### src/rtl/vga_pkg.sv
// rtl/vga_pkg.sv - shared tags, geometry and FSM encoding for the tile scheduler
package vga_pkg;

  localparam logic [15:0] TAG_CELL_MIN = 16'h0001;
  localparam logic [15:0] TAG_CELL_MAX = 16'h0009;
  localparam logic [15:0] TAG_STATUS   = 16'h000A;
  localparam logic [15:0] TAG_CLR_ERR  = 16'h000B;

  localparam int NUM_CELLS = 9;
  localparam int CELL_W    = 16;

  typedef enum logic [1:0] {
    IDLE  = 2'd0,
    WAIT  = 2'd1,
    DRAIN = 2'd2
  } state_t;

  function automatic logic is_cell_tag(input logic [15:0] tag);
    return (tag >= TAG_CELL_MIN) && (tag <= TAG_CELL_MAX);
  endfunction

endpackage

### src/rtl/vga_cmd_fifo.sv
// rtl/vga_cmd_fifo.sv - synchronous command FIFO with registered full/empty flags
module vga_cmd_fifo #(
  parameter int DEPTH = 8,
  parameter int AW    = 3
) (
  input  logic          clk,
  input  logic          rst_n,
  input  logic          push,
  input  logic [31:0]   push_data,
  input  logic          pop,
  output logic [31:0]   pop_data,
  output logic          full,
  output logic          empty,
  output logic [AW:0]   level
);

  localparam logic [AW:0]   LVL_FULL = (AW+1)'(DEPTH);
  localparam logic [AW:0]   LVL_ONE  = (AW+1)'(1);
  localparam logic [AW-1:0] PTR_ONE  = AW'(1);

  logic [31:0]   mem [DEPTH];
  logic [AW-1:0] wr_ptr;
  logic [AW-1:0] rd_ptr;
  logic          do_push;
  logic          do_pop;
  logic [AW:0]   level_nxt;

  // A push against a full FIFO is refused even when a pop frees a slot this cycle.
  assign do_push  = push && !full;
  assign do_pop   = pop && !empty;
  assign pop_data = mem[rd_ptr];

  always_comb begin
    level_nxt = level;
    if (do_push && !do_pop) begin
      level_nxt = level + LVL_ONE;
    end else if (!do_push && do_pop) begin
      level_nxt = level - LVL_ONE;
    end
  end

  always_ff @(posedge clk) begin
    if (do_push) begin
      mem[wr_ptr] <= push_data;
    end
  end

  always_ff @(posedge clk or negedge rst_n) begin
    if (!rst_n) begin
      wr_ptr <= '0;
      rd_ptr <= '0;
      level  <= '0;
      full   <= 1'b0;
      empty  <= 1'b1;
    end else begin
      if (do_push) begin
        wr_ptr <= wr_ptr + PTR_ONE;
      end
      if (do_pop) begin
        rd_ptr <= rd_ptr + PTR_ONE;
      end
      level <= level_nxt;
      full  <= (level_nxt == LVL_FULL);
      empty <= (level_nxt == '0);
    end
  end

endmodule

### src/rtl/vga_tile_sched.sv
// rtl/vga_tile_sched.sv - queues CPU tile writes and applies them only during vblank
module vga_tile_sched
  import vga_pkg::*;
#(
  parameter int DEPTH = 8,
  parameter int AW    = 3
) (
  input  logic                        clk,
  input  logic                        rst_n,
  input  logic                        cpu_we,
  input  logic [31:0]                 cpu_wdata,
  input  logic                        vblank,
  output logic                        cpu_full,
  output logic [AW:0]                 fifo_level,
  output logic [NUM_CELLS*CELL_W-1:0] tile_idx_flat,
  output logic [31:0]                 status_word,
  output logic                        apply_pulse,
  output logic                        overflow,
  output logic [7:0]                  drop_cnt
);

  logic [15:0]       tag;
  logic              cell_cmd;
  logic              status_cmd;
  logic              clr_cmd;
  logic              illegal_cmd;
  logic              push;
  logic              pop;
  logic              fifo_empty;
  logic [31:0]       head;
  logic [3:0]        head_cell;
  logic [CELL_W-1:0] head_payload;
  logic              unused_head;
  state_t            state;
  state_t            state_nxt;
  logic [CELL_W-1:0] tiles [NUM_CELLS];

  assign tag          = cpu_wdata[31:16];
  assign cell_cmd     = cpu_we && is_cell_tag(tag);
  assign status_cmd   = cpu_we && (tag == TAG_STATUS);
  assign clr_cmd      = cpu_we && (tag == TAG_CLR_ERR);
  assign illegal_cmd  = cpu_we && !is_cell_tag(tag) && (tag != TAG_STATUS) && (tag != TAG_CLR_ERR);
  assign push         = cell_cmd && !cpu_full;
  assign pop          = (state == DRAIN) && vblank && !fifo_empty;

  assign head_cell    = head[19:16];
  assign head_payload = head[15:0];
  assign unused_head  = ^head[31:20];

  vga_cmd_fifo #(
    .DEPTH (DEPTH),
    .AW    (AW)
  ) u_fifo (
    .clk       (clk),
    .rst_n     (rst_n),
    .push      (push),
    .push_data (cpu_wdata),
    .pop       (pop),
    .pop_data  (head),
    .full      (cpu_full),
    .empty     (fifo_empty),
    .level     (fifo_level)
  );

  always_ff @(posedge clk or negedge rst_n) begin
    if (!rst_n) begin
      state <= IDLE;
    end else begin
      state <= state_nxt;
    end
  end

  // Leaving blanking with work still queued parks in WAIT for the next interval.
  always_comb begin
    state_nxt = state;
    case (state)
      IDLE: begin
        if (!fifo_empty) begin
          state_nxt = vblank ? DRAIN : WAIT;
        end
      end
      WAIT: begin
        if (vblank) begin
          state_nxt = DRAIN;
        end
      end
      DRAIN: begin
        if (!vblank) begin
          state_nxt = fifo_empty ? IDLE : WAIT;
        end else if (fifo_empty) begin
          state_nxt = IDLE;
        end
      end
      default: state_nxt = IDLE;
    endcase
  end

  always_ff @(posedge clk or negedge rst_n) begin
    if (!rst_n) begin
      for (int k = 0; k < NUM_CELLS; k++) begin
        tiles[k] <= '0;
      end
    end else if (pop) begin
      for (int k = 0; k < NUM_CELLS; k++) begin
        if (head_cell == 4'(k + 1)) begin
          tiles[k] <= head_payload;
        end
      end
    end
  end

  always_comb begin
    tile_idx_flat = '0;
    for (int k = 0; k < NUM_CELLS; k++) begin
      tile_idx_flat[k*CELL_W +: CELL_W] = tiles[k];
    end
  end

  always_ff @(posedge clk or negedge rst_n) begin
    if (!rst_n) begin
      status_word <= '0;
      apply_pulse <= 1'b0;
      overflow    <= 1'b0;
      drop_cnt    <= '0;
    end else begin
      apply_pulse <= pop;
      if (status_cmd) begin
        status_word <= cpu_wdata;
      end
      // Illegal tags only count; they never mark overflow even with the FIFO full.
      if (clr_cmd) begin
        overflow <= 1'b0;
        drop_cnt <= '0;
      end else begin
        if (cell_cmd && cpu_full) begin
          overflow <= 1'b1;
        end
        if (illegal_cmd && (drop_cnt != 8'hFF)) begin
          drop_cnt <= drop_cnt + 8'd1;
        end
      end
    end
  end

endmodule
### config.mk
export PLATFORM = sky130hd
export DESIGN_NAME = vga_tile_sched
export DESIGN_NICKNAME = d
export VERILOG_FILES = /design/src/rtl/vga_pkg.sv /design/src/rtl/vga_cmd_fifo.sv /design/src/rtl/vga_tile_sched.sv
export SDC_FILE = /design/constraint.sdc
export NUM_CORES = 1
export LEC_CHECK = 0
export CAP_MARGIN = 20
export CORE_MARGIN = 5
export CORE_UTILIZATION = 50
export DETAILED_ROUTE_END_ITERATION = 16
export PLACE_DENSITY_LB_ADDON = 0.2
export SYNTH_ARGS = -nofsm -noshare
export SYNTH_HDL_FRONTEND = slang
export SYNTH_SLANG_ARGS = --single-unit
### constraint.sdc
create_clock -name clk -period 4.37 [get_ports clk]
set_input_delay 1.0925 -clock clk [delete_from_list [all_inputs] [get_ports clk]]
set_output_delay 1.0925 -clock clk [all_outputs]
set_load 0.01 [all_outputs]
==> impl_results.md, run 1 <==
- Status: complete, no violations
- Initial Util: 50.5%
- Crit path launch type: input port
- Ys async rst share: a little under three fifths
- Global-route wire length before repair: approximately 47,000 µm
- Post-synth EDFFs: 160
- Utilization after layout: between 60% and 70%
- Die W: between 150 and 200 µm
- DRC viols: 0
- Shortest period the worst path allows: roughly 3.2 ns
- Post-Syn Area: 0.0139 mm²
- Die height: 177 µm
- FMAX: roughly 310 MHz
- Vias in the first global route: 8,046
- Average wire per standard cell: ~21 µm
- Max-slew headroom: 41.8%
- Critical path class: in2reg
- RSZ-0062 raised after global routing: no
- Largest net degree at the start of global routing: between 100 and 150
- Synth Net Count: a little over 800
- Hold buffers post-CTS: 0
- Crit. End Element: flip-flop
- Pins over their slew limit: 0
- Non-filler instance count after layout: 1,436
- PD cells: 636 mW/mm²
- Final hold slack: between 0.4 and 0.5 ns
- Post-CTS Setup Inserts: 0
- Overall Power: approximately 12 mW
- WP data required: between 4 and 5 ns
- PortBufs: 226
- Setup violators final: 0
- Setup tns final: 0 ns
- Seq/Total Area, Yosys: 70.4%
- Final number of hold-violating endpoints: 0
- Share of cells above drive strength 1: between 30% and 40%
- Worst hold path class: reg2reg
- Routed WL: around 30,000 µm
- Cells along the critical path: clkdlybuf4s50_1 -> nor4_1 -> nand2b_1 -> or3_1 -> nor4b_4 -> buf_4
- Initial antenna violation count: 0
- Max incr delay on CP: just over 0.7 ns
- First-pass DRT Iterations: 4
- Number of distinct library cells after synthesis: between 50 and 60
- Crit path max fanout: 18
- Core Area: ~0.028 mm²
- Avg Cell Area, Syn: between 15 and 20 µm²
- Post-cts sizing count: 0
- Starting DRC count in detailed routing: ~380
- Cell row count: 61
- Max cap viols: 0
- Antenna Nets Post-Route: 0
- Peak VDD IR: just over 0.3 mV
- Buf/Inv on CP: 2
- Sink Count: 360
- Die footprint: 0.0313 mm²
- GRT overflow: 0
- Post-DP HPWL: about 20,000 µm
- # IOs: roughly 230
- #FFs+latches synth: between 300 and 400
- Vias per cell: ~5.4
- Clk buf depth: 3
- Leakage: between 7 and 8 nW
- CTS tree: done
- Commonest register cell after synthesis: dfrtp_1
- Num CTS Buffers: 38
- H-tree Lvls: 2
- Layout Nets: 1,070
- Clock skew: approximately 0.0066 ns
- Actual slew at the worst max-slew pin: approximately 0.87 ns
- # diodes: 0
- Crit-path slowest cell: clkdlybuf4s50_1
- Worst-Skew Late Latency: 0.51 ns
- Placed Cells: roughly 1,400
- Crit path arrival time: between 3 and 4 ns
- YS warnings: 0
- CP delay by family, top: simple AND/OR/NAND/NOR gates
- DR vias: 7,686
- Area growth from synthesis to layout: 29.8%
- Final period util: between 70% and 80%
- Final Wtd Congestion: roughly 0.79
- Clock transition at path regs: 0.06 ns
- GRT Util Overall: 19.2%
- CTS root buf: clkbuf_16
- Synth Instances: 766
[sequential cells by signal, indices dropped and copies added, names as in the netlist, 2 cells and up]
name,cells
tile_idx_flat,144
status_word,32
u_fifo.level,4
drop_cnt,8
state,2
u_fifo.rd_ptr,3
u_fifo.wr_ptr,3
u_fifo.mem,160
[area by class of cell]
class | instances | area, µm²
Clock buffer | 60 | 1150
Clock inverter | 9 | 121
Fill cell | 1988 | 9540
Inverter | 8 | 30.0
Multi-Input combinational cell | 365 | 3990
Sequential cell | 360 | 9810
Tap cell | 378 | 473
Timing Repair Buffer | 256 | 2520
[through the flow]
stage          area [µm²]  worst slack [ns]
2_1_floorplan       14000             0.416
3_3_place_gp        16800             0.723
3_5_place_dp        16800             0.611
4_1_cts             18100              1.15
5_1_grt             18100             0.996
6_report            18100              1.15
[cells by family after synthesis]
kind of cell | share of synthesized area [%]
compound gates | 1.04
xor+xnor | 0.754
fa+ha+maj | 0.521
buf+inv | 1.51
flops | 70.4
mux | 21.7
simple gates | 4.10
[power by group]
group	internal [mW]	switching, mW
registers	4.17	0.457
logic	2.05	1.62
clock network	1.98	1.23
[worst register-to-register path: cells and delay by family, from the launching register on]
family                 cells  cell delay (ns)
DFF                        1             0.84
and+or+nand+nor            1             0.51
muxes                      3             1.28
buffers and inverters      1             0.25
[routing by layer]
layer | vias to the layer above | track usage [%] | part of all wire (%)
met5 | - | 0 | 0
met4 | 0 | 4.06 | 1.4
met3 | 33 | 3.50 | 6.4
met2 | 234 | 30.8 | 47
met1 | 3981 | 28.1 | 45
li1 | 3438 | - | -
[synthesized netlist by cell type (all sizes together), types with 2 or more instances]
cell	instances	area share [%]
nand3	10	0.36
a21oi	5	0.18
a31oi	4	0.18
o21ai	4	0.14
a211oi	6	0.32
dfrtp	199	36
clkbuf	12	0.32
xnor2	10	0.63
mux2	179	15
nand3b	2	0.11
nor2	12	0.36
mux4	38	6.1
ha	5	0.45
mux2i	11	0.82
buf	21	0.97
nand2	18	0.48
nor3b	2	0.11
inv	7	0.19
and3	4	0.18
edfxtp	160	34
nor2b	17	0.76
nand4	5	0.27
nor4b	3	0.19
nor3	6	0.38
or2	3	0.13
xor2	2	0.13
nor4	6	0.27
[cells in the final DEF (no fill, tap or decap), types with 2 or more instances in the layout]
cell               n
clkdlybuf4s50_1  225
dfrtp_1          198
mux2_2           166
edfxtp_1         160
clkbuf_16         41
mux4_2            38
buf_4             28
nand2_1           18
nor2b_1           17
clkbuf_1          14
mux2_4            11
xnor2_1           10
nand3_1           10
nor2_1            10
mux2i_1           10
inv_1              7
a211oi_1           6
clkbuf_8           6
nor4_1             5
a21oi_1            5
ha_1               5
clkinv_1           4
o21ai_0            4
and3_1             4
nand4_1            4
a31oi_1            4
or2_2              3
bufinv_16          3
nor3_1             2
xor2_1             2
nor3_2             2
nor4b_4            2
nor3b_2            2
nand3b_1           2
nor2_2             2
nor3_4             2
mux2_1             2
clkinvlp_4         2
buf_12             2
[path summary, 6_finish.rpt]
| kind | start | end | slack, ns | depth (start not counted) |
|---|---|---|---|---|
| hold / removal | status_word[17] | status_word[17] | 0.47 | 1 |
| setup reg to reg | u_fifo.rd_ptr[1] | tile_idx_flat[124] | 1.36 | 5 |
| hold reg to reg | status_word[17] | status_word[17] | 0.47 | 1 |
| max in group asynchronous | rst_n | u_fifo.empty | 2.71 | 2 |
| min in group asynchronous | rst_n | tile_idx_flat[31] | 0.70 | 1 |
| setup / recovery | cpu_wdata[18] | u_fifo.mem[2][7] | 1.15 | 6 |
Power figures use the tool's default switching activity.
==> run 2: changes to the inputs <==
==> constraint.sdc (replaced) <==
create_clock -name clk -period 3.2 [get_ports clk]
set_input_delay 0.8 -clock clk [delete_from_list [all_inputs] [get_ports clk]]
set_output_delay 0.8 -clock clk [all_outputs]
set_load 0.01 [all_outputs]
==> run 2 against run 1 <==
Compared with the run above: non-clock buffer count increased by 14; sequential share of layout area decreased by 0.67 points; global-route usage up 0.26 points; routed wire length rose by 1.3%; register-to-register slack worse by 0.91 ns; sequential cell count unchanged; combinational power grew 38%; final area grew 1.2%; count of clock-buffer cells in the layout shrank 4; power increased by 37%; clock skew up 0.013 ns; sequential power rose by 37%.
==> impl_results.md, run 2 (synthesis gave the netlist of run 1 again) <==
- Status: complete, no violations
- Largest register FFs: 160
- Hold buffers post-CTS: 0
- DRC viols: 0
- Cells along the critical path: clkdlybuf4s50_1 -> nor4_1 -> nand4_1 -> or3_1 -> nor4b_4 -> buf_4
- H-tree Lvls: 2
- CTS root buf: clkbuf_16
- Sink Count: 360
- CP delay by family, top: simple AND/OR/NAND/NOR gates
- Average wire per standard cell: 20.7 µm
- Biggest register: u_fifo.mem
- Area growth from synthesis to layout: 31.4%
- Max cap viols: 0
- Clk buf depth: 3
- Final hold slack: between 0.2 and 0.25 ns
- Largest net degree at the start of global routing: 67
- First-pass DRT Iterations: 5
- Final Wtd Congestion: between 0.8 and 0.9
- Most frequent cells in the layout: clkdlybuf4s50_1 (225), dfrtp_1 (198), mux2_2 (166)
- Actual slew at the worst max-slew pin: around 0.55 ns
- Initial antenna violation count: 0
- Commonest non-fill, non-tap cell in the layout: clkdlybuf4s50_1
- Crit path max fanout: 7
- Clock transition at path regs: approximately 0.060 ns
- Core Area: between 0.02 and 0.03 mm²
- Routed met3 length: roughly 2200 µm
- Initial Util: between 50 and 60%
- Vias per cell: 5.37
- Clock skew: about 0.019 ns
- Crit. End Element: flip-flop
- Die footprint: between 0.03 and 0.04 mm²
- Metal2 WL: 14,400 µm
- Peak VDD IR: 0.499 mV
- Pins over their slew limit: 0
- Post-cts sizing count: 0
- RSZ-0062 raised after global routing: no
- Post-DP HPWL: 20,900 µm
- Share of cells above drive strength 1: between 30% and 40%
- Buf/Inv on CP: 2
- Cell area after layout: roughly 0.018 mm²
- Utilization after layout: about two thirds
- WP data required: about 3.4 ns
- Placed Area: 0.0170 mm²
- Die W: about 180 µm
- Worst-Skew Late Latency: between 0.5 and 0.6 ns
- Setup tns final: 0 ns
- Cell row count: 61
- Starting DRC count in detailed routing: about 500
- Max layer used: met4
- Layout Nets: 1,085
- R2r setup slk: between 0.4 and 0.5 ns
- FMAX: ~360 MHz
- Leakage: about 7.5 nW
- PD cells: about 860 mW/mm²
- # diodes: 0
- PortBufs: between 200 and 250
- GRT overflow: 0
- DR vias: 7,797
- Final period util: approximately 87%
- Global-route wire length before repair: roughly 47,000 µm
- Vias in the first global route: 8,090
- Crit path launch type: input port
- GRT Util Overall: between 10% and 20%
- Antenna Nets Post-Route: 0
- Setup violators final: 0
- Routed WL: 30,100 µm
- Shortest period the worst path allows: 2.78 ns
- Num CTS Buffers: 39
- Worst hold path class: in2async
- # IOs: approximately 230
- Crit-path slowest cell: or3_1
- WL met1: between 10,000 and 15,000 µm
- Max-slew headroom: between 60% and 70%
- Max incr delay on CP: 0.57 ns
- Die height: approximately 180 µm
- Critical path class: in2reg
- CTS tree: done
- Crit path arrival time: approximately 3 ns
- Post-CTS Setup Inserts: 0
- Final number of hold-violating endpoints: 0
[run 2: changes by cell type in the layout (fill, tap and decap cells not counted), sizes merged]
cell,change
clkbuf,-4
clkinvlp,-2
inv,+1
bufinv,-1
clkinv,+7
buf,+14
[run 2: layout make-up]
class	instances	area, µm²
Clock buffer	56	1130
Clock inverter	14	145
Fill cell	1947	9310
Inverter	8	30.0
Multi-Input combinational cell	365	3990
Sequential cell	360	9810
Tap cell	378	473
Timing Repair Buffer	270	2730
[run 2: path summary, 6_finish.rpt]
kind / from / end / cells past startpoint
worst max-delay path: cpu_wdata[20] / u_fifo.mem[2][15] / 6
worst min-delay path: rst_n / tile_idx_flat[31] / 1
worst max register to register: u_fifo.rd_ptr[1] / tile_idx_flat[124] / 5
worst min register to register: status_word[17] / status_word[17] / 1
max in group asynchronous: rst_n / u_fifo.empty / 2
min in group clk: status_word[17] / status_word[17] / 1
[run 2: through the flow]
step | cells | total power [mW] | setup slack, ns
finish | 1451 | 15.8 | 0.421
floorplan | 766 | 8.85 | -0.249
CTS | 1451 | 16.0 | 0.404
detailed placement | 1381 | 11.6 | -0.128
global placement | 1381 | 11.4 | -0.0209
global route | 1451 | 16.6 | 0.283
[run 2: metal layers]
| metal | vias to the layer above | GRT usage (%) |
|---|---|---|
| met5 | - | 0 |
| met4 | 0 | 3.84 |
| met3 | 31 | 3.85 |
| met2 | 277 | 31.7 |
| met1 | 4030 | 27.9 |
| li1 | 3459 | - |
[run 2: power by group]
group	total (mW)	internal, mW	switching [mW]
clock	4.37	2.63	1.74
combinational	5.08	2.84	2.24
sequential	6.32	5.70	0.617
